==> src/rtl/intr_seq.sv <==
// ----------------------------------------------------------------------------
// intr_seq : interrupt / reset entry sequencer for the MC6502 core.
//
// Arbitrates RESET, NMI, IRQ and BRK at instruction boundaries and drives the
// 7-cycle entry sequence (two dummy reads, PCH/PCL/P pushes, vector fetch).
// While o_busy=1 its address, data-select and PC-load controls replace the
// decoder's.
//
// Ports
//   i_clk      clock, rising edge
//   i_res_n    asynchronous active-low reset
//   i_rdy      1=advance; 0 stalls read steps only
//   i_sync     opcode-fetch boundary
//   i_nmi_n    NMI, falling-edge sensitive
//   i_irq_n    IRQ, level, active-low
//   i_i_flag   current P.I
//   i_brk_req  decoder has decoded BRK (valid with i_sync)
//   i_s        current stack pointer
//   o_busy     sequence in progress (T0..T6)
//   o_step     current step 0..6 (0 when idle)
//   o_kind     0=RST 1=NMI 2=IRQ 3=BRK (vector actually taken)
//   o_ab_l/h   address for this cycle, valid when o_ab_ovr=1
//   o_ab_ovr   1=o_ab_l/o_ab_h replace PC on the address bus
//   o_rw       1=read, 0=write
//   o_db_sel   data-out source: 0 none, 1 PCH, 2 PCL, 3 P
//   o_b_out    B bit for the pushed P
//   o_s_dec    decrement S at end of cycle
//   o_pcl_ld   load PCL from data bus at end of cycle
//   o_pch_ld   load PCH from data bus at end of cycle
//   o_set_i    set P.I at end of cycle
//   o_done     pulse in the final step
// ----------------------------------------------------------------------------
module intr_seq #(
    parameter logic [15:0] VEC_NMI    = 16'hFFFA,
    parameter logic [15:0] VEC_RST    = 16'hFFFC,
    parameter logic [15:0] VEC_IRQ    = 16'hFFFE,
    parameter logic [7:0]  STACK_PAGE = 8'h01
) (
    input  logic       i_clk,
    input  logic       i_res_n,
    input  logic       i_rdy,
    input  logic       i_sync,
    input  logic       i_nmi_n,
    input  logic       i_irq_n,
    input  logic       i_i_flag,
    input  logic       i_brk_req,
    input  logic [7:0] i_s,
    output logic       o_busy,
    output logic [2:0] o_step,
    output logic [1:0] o_kind,
    output logic [7:0] o_ab_l,
    output logic [7:0] o_ab_h,
    output logic       o_ab_ovr,
    output logic       o_rw,
    output logic [1:0] o_db_sel,
    output logic       o_b_out,
    output logic       o_s_dec,
    output logic       o_pcl_ld,
    output logic       o_pch_ld,
    output logic       o_set_i,
    output logic       o_done
);

    typedef enum logic [2:0] {
        S_IDLE = 3'd0,
        S_T0   = 3'd1,
        S_T1   = 3'd2,
        S_T2   = 3'd3,
        S_T3   = 3'd4,
        S_T4   = 3'd5,
        S_T5   = 3'd6,
        S_T6   = 3'd7
    } state_t;

    localparam logic [1:0] K_RST = 2'd0;
    localparam logic [1:0] K_NMI = 2'd1;
    localparam logic [1:0] K_IRQ = 2'd2;
    localparam logic [1:0] K_BRK = 2'd3;

    state_t      r_state, w_state_nxt;
    logic [1:0]  r_kind,  w_kind_nxt;
    logic        r_brk,   w_brk_nxt;     // original request was BRK (B bit survives a hijack)
    logic        r_nmi_pend, w_nmi_pend_nxt;
    logic        r_rst_pend, w_rst_pend_nxt;
    logic        r_nmi_n_q;

    logic        w_nmi_edge;
    logic        w_nmi_req;
    logic        w_push;
    logic        w_rd_step;
    logic        w_adv;
    logic [15:0] w_vec;
    logic [15:0] w_vec_hi;

    // An edge seen this cycle counts as pending already, so a simultaneous
    // NMI edge beats an IRQ/BRK at the boundary.
    assign w_nmi_edge = r_nmi_n_q & ~i_nmi_n;
    assign w_nmi_req  = r_nmi_pend | w_nmi_edge;

    assign w_push    = (r_state == S_T2) || (r_state == S_T3) || (r_state == S_T4);
    // Reset "pushes" are reads, so they stall on RDY like the other reads.
    assign w_rd_step = ~w_push || (r_kind == K_RST);
    assign w_adv     = ~w_rd_step || i_rdy;

    assign w_vec    = (r_kind == K_NMI) ? VEC_NMI :
                      (r_kind == K_RST) ? VEC_RST : VEC_IRQ;
    assign w_vec_hi = w_vec + 16'd1;

    always_ff @(posedge i_clk or negedge i_res_n) begin
        if (!i_res_n) begin
            r_state    <= S_IDLE;
            r_kind     <= K_RST;
            r_brk      <= 1'b0;
            r_nmi_pend <= 1'b0;
            r_rst_pend <= 1'b1;
            r_nmi_n_q  <= 1'b1;
        end else begin
            r_state    <= w_state_nxt;
            r_kind     <= w_kind_nxt;
            r_brk      <= w_brk_nxt;
            r_nmi_pend <= w_nmi_pend_nxt;
            r_rst_pend <= w_rst_pend_nxt;
            r_nmi_n_q  <= i_nmi_n;
        end
    end

    always_comb begin
        w_state_nxt    = r_state;
        w_kind_nxt     = r_kind;
        w_brk_nxt      = r_brk;
        w_rst_pend_nxt = r_rst_pend;
        w_nmi_pend_nxt = r_nmi_pend;

        case (r_state)
            S_IDLE: begin
                // Reset entry does not wait for an instruction boundary.
                if (r_rst_pend) begin
                    w_state_nxt    = S_T0;
                    w_kind_nxt     = K_RST;
                    w_brk_nxt      = 1'b0;
                    w_rst_pend_nxt = 1'b0;
                end else if (i_sync) begin
                    if (w_nmi_req) begin
                        w_state_nxt = S_T0;
                        w_kind_nxt  = K_NMI;
                        w_brk_nxt   = 1'b0;
                    end else if (!i_irq_n && !i_i_flag) begin
                        w_state_nxt = S_T0;
                        w_kind_nxt  = K_IRQ;
                        w_brk_nxt   = 1'b0;
                    end else if (i_brk_req) begin
                        w_state_nxt = S_T0;
                        w_kind_nxt  = K_BRK;
                        w_brk_nxt   = 1'b1;
                    end
                end
            end
            S_T6:    if (w_adv) w_state_nxt = S_IDLE;
            default: if (w_adv) w_state_nxt = state_t'(r_state + 3'd1);
        endcase

        // NMI hijack: any NMI seen before the vector fetch redirects IRQ/BRK.
        if ((r_state inside {S_T0, S_T1, S_T2, S_T3, S_T4}) &&
            (r_kind == K_IRQ || r_kind == K_BRK) && w_nmi_req)
            w_kind_nxt = K_NMI;

        // A fresh edge in the clearing cycle keeps the request alive.
        if (w_nmi_edge)
            w_nmi_pend_nxt = 1'b1;
        else if (r_state == S_T5 && r_kind == K_NMI && w_adv)
            w_nmi_pend_nxt = 1'b0;
    end

    always_comb begin
        o_busy   = (r_state != S_IDLE);
        o_step   = o_busy ? 3'(r_state - 3'd1) : 3'd0;
        o_kind   = r_kind;
        o_ab_l   = 8'h00;
        o_ab_h   = 8'h00;
        o_ab_ovr = 1'b0;
        o_rw     = 1'b1;
        o_db_sel = 2'd0;
        o_b_out  = 1'b0;
        o_s_dec  = 1'b0;
        o_pcl_ld = 1'b0;
        o_pch_ld = 1'b0;
        o_set_i  = 1'b0;
        o_done   = 1'b0;

        case (r_state)
            S_T2, S_T3, S_T4: begin
                o_ab_h   = STACK_PAGE;
                o_ab_l   = i_s;
                o_ab_ovr = 1'b1;
                o_s_dec  = w_adv;
                if (r_kind != K_RST) begin
                    o_rw     = 1'b0;
                    o_db_sel = (r_state == S_T2) ? 2'd1 :
                               (r_state == S_T3) ? 2'd2 : 2'd3;
                end
                o_b_out  = (r_state == S_T4) && r_brk;
            end
            S_T5: begin
                {o_ab_h, o_ab_l} = w_vec;
                o_ab_ovr = 1'b1;
                o_pcl_ld = i_rdy;
                o_set_i  = i_rdy;
            end
            S_T6: begin
                {o_ab_h, o_ab_l} = w_vec_hi;
                o_ab_ovr = 1'b1;
                o_pch_ld = i_rdy;
                o_done   = i_rdy;
            end
            default: ;
        endcase
    end

endmodule
==> config.mk <==
export PLATFORM = sky130hd
export DESIGN_NAME = intr_seq
export DESIGN_NICKNAME = d
export VERILOG_FILES = /design/src/rtl/intr_seq.sv
export SDC_FILE = /design/constraint.sdc
export NUM_CORES = 1
export LEC_CHECK = 0
export CORE_MARGIN = 5
export CORE_UTILIZATION = 34
export CTS_CLUSTER_DIAMETER = 120
export DETAILED_ROUTE_END_ITERATION = 7
export PLACE_DENSITY = 0.75
export SYNTH_ARGS = -nofsm -noshare
export SYNTH_HDL_FRONTEND = slang
export SYNTH_SLANG_ARGS = --single-unit
==> constraint.sdc <==
create_clock -name i_clk -period 2 [get_ports i_clk]
set_input_delay 0.6 -clock i_clk [delete_from_list [all_inputs] [get_ports i_clk]]
set_output_delay 0.6 -clock i_clk [all_outputs]
set_load 0.01 [all_outputs]
==> results_dict.tcl <==
set metrics [dict create \
    remaining_drc_errors 0 \
    power_density_mw_per_mm2 1570 \
    internal_power_w 0.00160 \
    tightest_slew_ns 0.412 \
    fp.coreArea_mm2 0.00245 \
    synth_compound_area_frac 0.198 \
    total_power_w 0.00287 \
    vias 1089 \
    worstSetupPathType "reg2out" \
    synth_seq_cells 9 \
    hpwl_mm 2.25 \
    grt_pass1_wl_mm 4.95 \
    io_pins 48 \
    async_reset_ff_frac 1.00 \
    slew_headroom 0.725 \
    drt_iter0_markers 45 \
    port_buffers 47 \
    rsz0062_at_grt "true" \
    synth_cells 107 \
    routed_via_density 4.97 \
    wire_per_inst_um 15.5 \
    power_frac_comb 0.842 \
    postCtsHoldBufs 0 \
    synth-simple-area-share 0.259 \
    fin_hold_ws_ns 0.473 \
    wl_mm 3.39 \
    syn_avg_cell_area_um2 8.05 \
    violations "setup timing" \
    arrival_ns 1.87 \
    drtPass1Iterations 4 \
    fin_crit_ns 2.47 \
    final_util 0.743 \
    htreeDepth 1 \
    syn_to_final_growth_pct 112 \
    synthMuxAreaShare 0.0480 \
    cts-buffers-inserted 3 \
    track_usage 0.181 \
    clock-sinks 9 \
    fin_tns_setup_ns -5.45 \
    end_kind "primary output" \
    critPathLaunchType "register" \
    hold_class "reg2reg" \
    first_global_vias 1116 \
    finalSetupViolations 22 \
    rows 18 \
    die-width_um 60.3 \
    synth_ff_type "dfrtp_1" \
    synth_fp_nets 131 \
    grt_overflow 0 \
    synth_edf_count 0 \
    seqPwrFrac 0.108 \
    clock_power_share 0.050 \
    fmax_ghz 0.405 \
    status "complete, but fails checks" \
    fin_ws_ns -0.471 \
    path_clk_slew_ns 0.06 \
    worstPathMaxFanout 4 \
    fp.dieArea_mm2 0.00364 \
    clk_path_buf_depth 2 \
    ys_types 34 \
    leakage_nw 0.897 \
    cap_violations 0 \
    cts-root-buf "clkbuf_4" \
    yosysWarningCount 0 \
    yosysSeqAreaShare 0.265 \
    r2r_setup_slack_ns 0.05 \
    clk_latency_ns 0.26 \
    start_util 0.351 \
    p_sw_frac 0.440 \
    gp_congestion 0.888 \
    synth_area_um2 861 \
    timing.final.crit_share 1.24 \
    grt_max_degree 10 \
    fin_nets 214 \
    synthAdderAreaFrac 0.116 \
    ir_worst_vdd_mv 1.22 \
    cp.required_ns 1.40 \
    ant_nets 0 \
    synth_xor_area_frac 0 \
    slew_viol_final 0 \
    hold_viol 0 \
    n_antenna_cell 0 \
    antenna_found_initial 0 \
    cts_tree "done" \
    clock_skew_ns 0.00248 \
    p_switching_w 0.00126 \
    die_h_um 60.3 \
    synth_top_family_by_area "simple AND/OR/NAND/NOR gates" \
    layout-drive-gt1-share 0.619 \
]
## layer usage
metal / share of wire / global-route usage / vias up / wire, um
li1: - / - / 528 / -
met1: 0.36 / 0.189 / 500 / 1210
met2: 0.52 / 0.353 / 52 / 1760
met3: 0.10 / 0.0302 / 9 / 343
met4: 0.019 / 0.0696 / 0 / 65
met5: 0 / 0 / - / 0
## layout make-up
type	count	area (um2)
tap	30	37.5
timing repair buffer	89	752
sequential	9	229
multi-input combinational	80	747
inverter	7	31.3
clock buffer	4	26.3
fill	183	632
## sequential cells by signal (all words and copies together) (netlist names)
name / flops
o_kind: 2
r_brk: 1
r_nmi_n_q: 1
r_nmi_pend: 1
r_rst_pend: 1
r_state: 3
## cells in the mapped netlist, types with 2 or more instances
cell,count,share of area
mux2i_1,3,0.035
nand2_1,18,0.078
a22o_1,3,0.031
o2bb2ai_1,2,0.020
clkbuf_1,2,0.0087
o21ai_0,3,0.017
dfrtp_1,7,0.20
a21oi_1,4,0.023
o41ai_1,2,0.020
nor2_1,12,0.052
or4_1,2,0.017
nand2b_1,2,0.015
dfstp_2,2,0.061
inv_1,7,0.031
or2_2,2,0.015
buf_4,8,0.070
nor2b_1,4,0.029
ha_1,8,0.12
## power by group through the flow
| stage | combinational (W) | sequential, W | clock (W) |
|---|---|---|---|
| 6_report | 0.00241 | 0.000309 | 0.000143 |
| 3_3_place_gp | 0.00174 | 0.000296 | 0 |
| 4_1_cts | 0.00202 | 0.000301 | 0.000148 |
| 2_1_floorplan | 0.000888 | 0.000303 | 0 |
| 3_5_place_dp | 0.00179 | 0.000302 | 0 |
| 5_1_grt | 0.00260 | 0.000316 | 0.000161 |
## cell families after synthesis
| family | after synthesis |
|---|---|
| AO/OA/AOI/OAI | 22 |
| adder cells (fa/ha/maj) | 8 |
| buffers and inverters | 18 |
| flip-flops | 9 |
| multiplexers | 4 |
| AND/OR/NAND/NOR | 46 |
## path summary, 6_finish.rpt
kind | start | endpoint | cells past startpoint
min | r_brk | r_brk | 2
max in group asynchronous | i_res_n | r_nmi_n_q | 1
min in group asynchronous | i_res_n | r_state[2] | 1
max | r_state[0] | o_ab_l[1] | 8
min reg2reg | r_brk | r_brk | 2
max reg2reg | r_state[0] | r_state[0] | 8
## cells in the final DEF (no fill, tap or decap), types with 2 or more instances in the layout
cell	count
inv_4	2
clkdlybuf4s50_1	16
o21ai_0	2
ha_4	7
nand2_1	12
dfrtp_1	6
clkbuf_4	3
nand2b_1	2
nand2_4	2
nand2_2	4
nor2_2	4
buf_2	10
o41ai_1	2
a21oi_1	2
buf_4	30
mux2i_1	3
a22o_1	3
dfstp_2	2
nor2_1	4
o2bb2ai_1	2
nor2_4	4
nor2b_1	4
clkbuf_2	9
buf_6	23
inv_2	4
## through the flow
step	setup slack, ns	instance area [um2]	std cells
2_1_floorplan	-0.0150	893	107
3_3_place_gp	-0.482	1510	197
3_5_place_dp	-0.507	1510	197
4_1_cts	-0.412	1670	211
5_1_grt	-0.584	1820	219
6_report	-0.471	1820	219
## worst max-delay path, cell delays in order, from the launching register on
cell and delay, ns:
dfrtp_2 0.43, buf_6 0.12, ha_4 0.16, nor2_4 0.05, or2_4 0.28, buf_6 0.12, a211oi_4 0.22, a21o_1 0.12
buf_6 0.10
## what timing repair did
item | in CTS | in global routing
resized for setup | 118 | 65
gates cloned | 0 | 0
setup endpoints to repair | 30 | 33
setup buffers | 10 | 11
pin swaps | 7 | 19
Power figures use the tool's default switching activity.
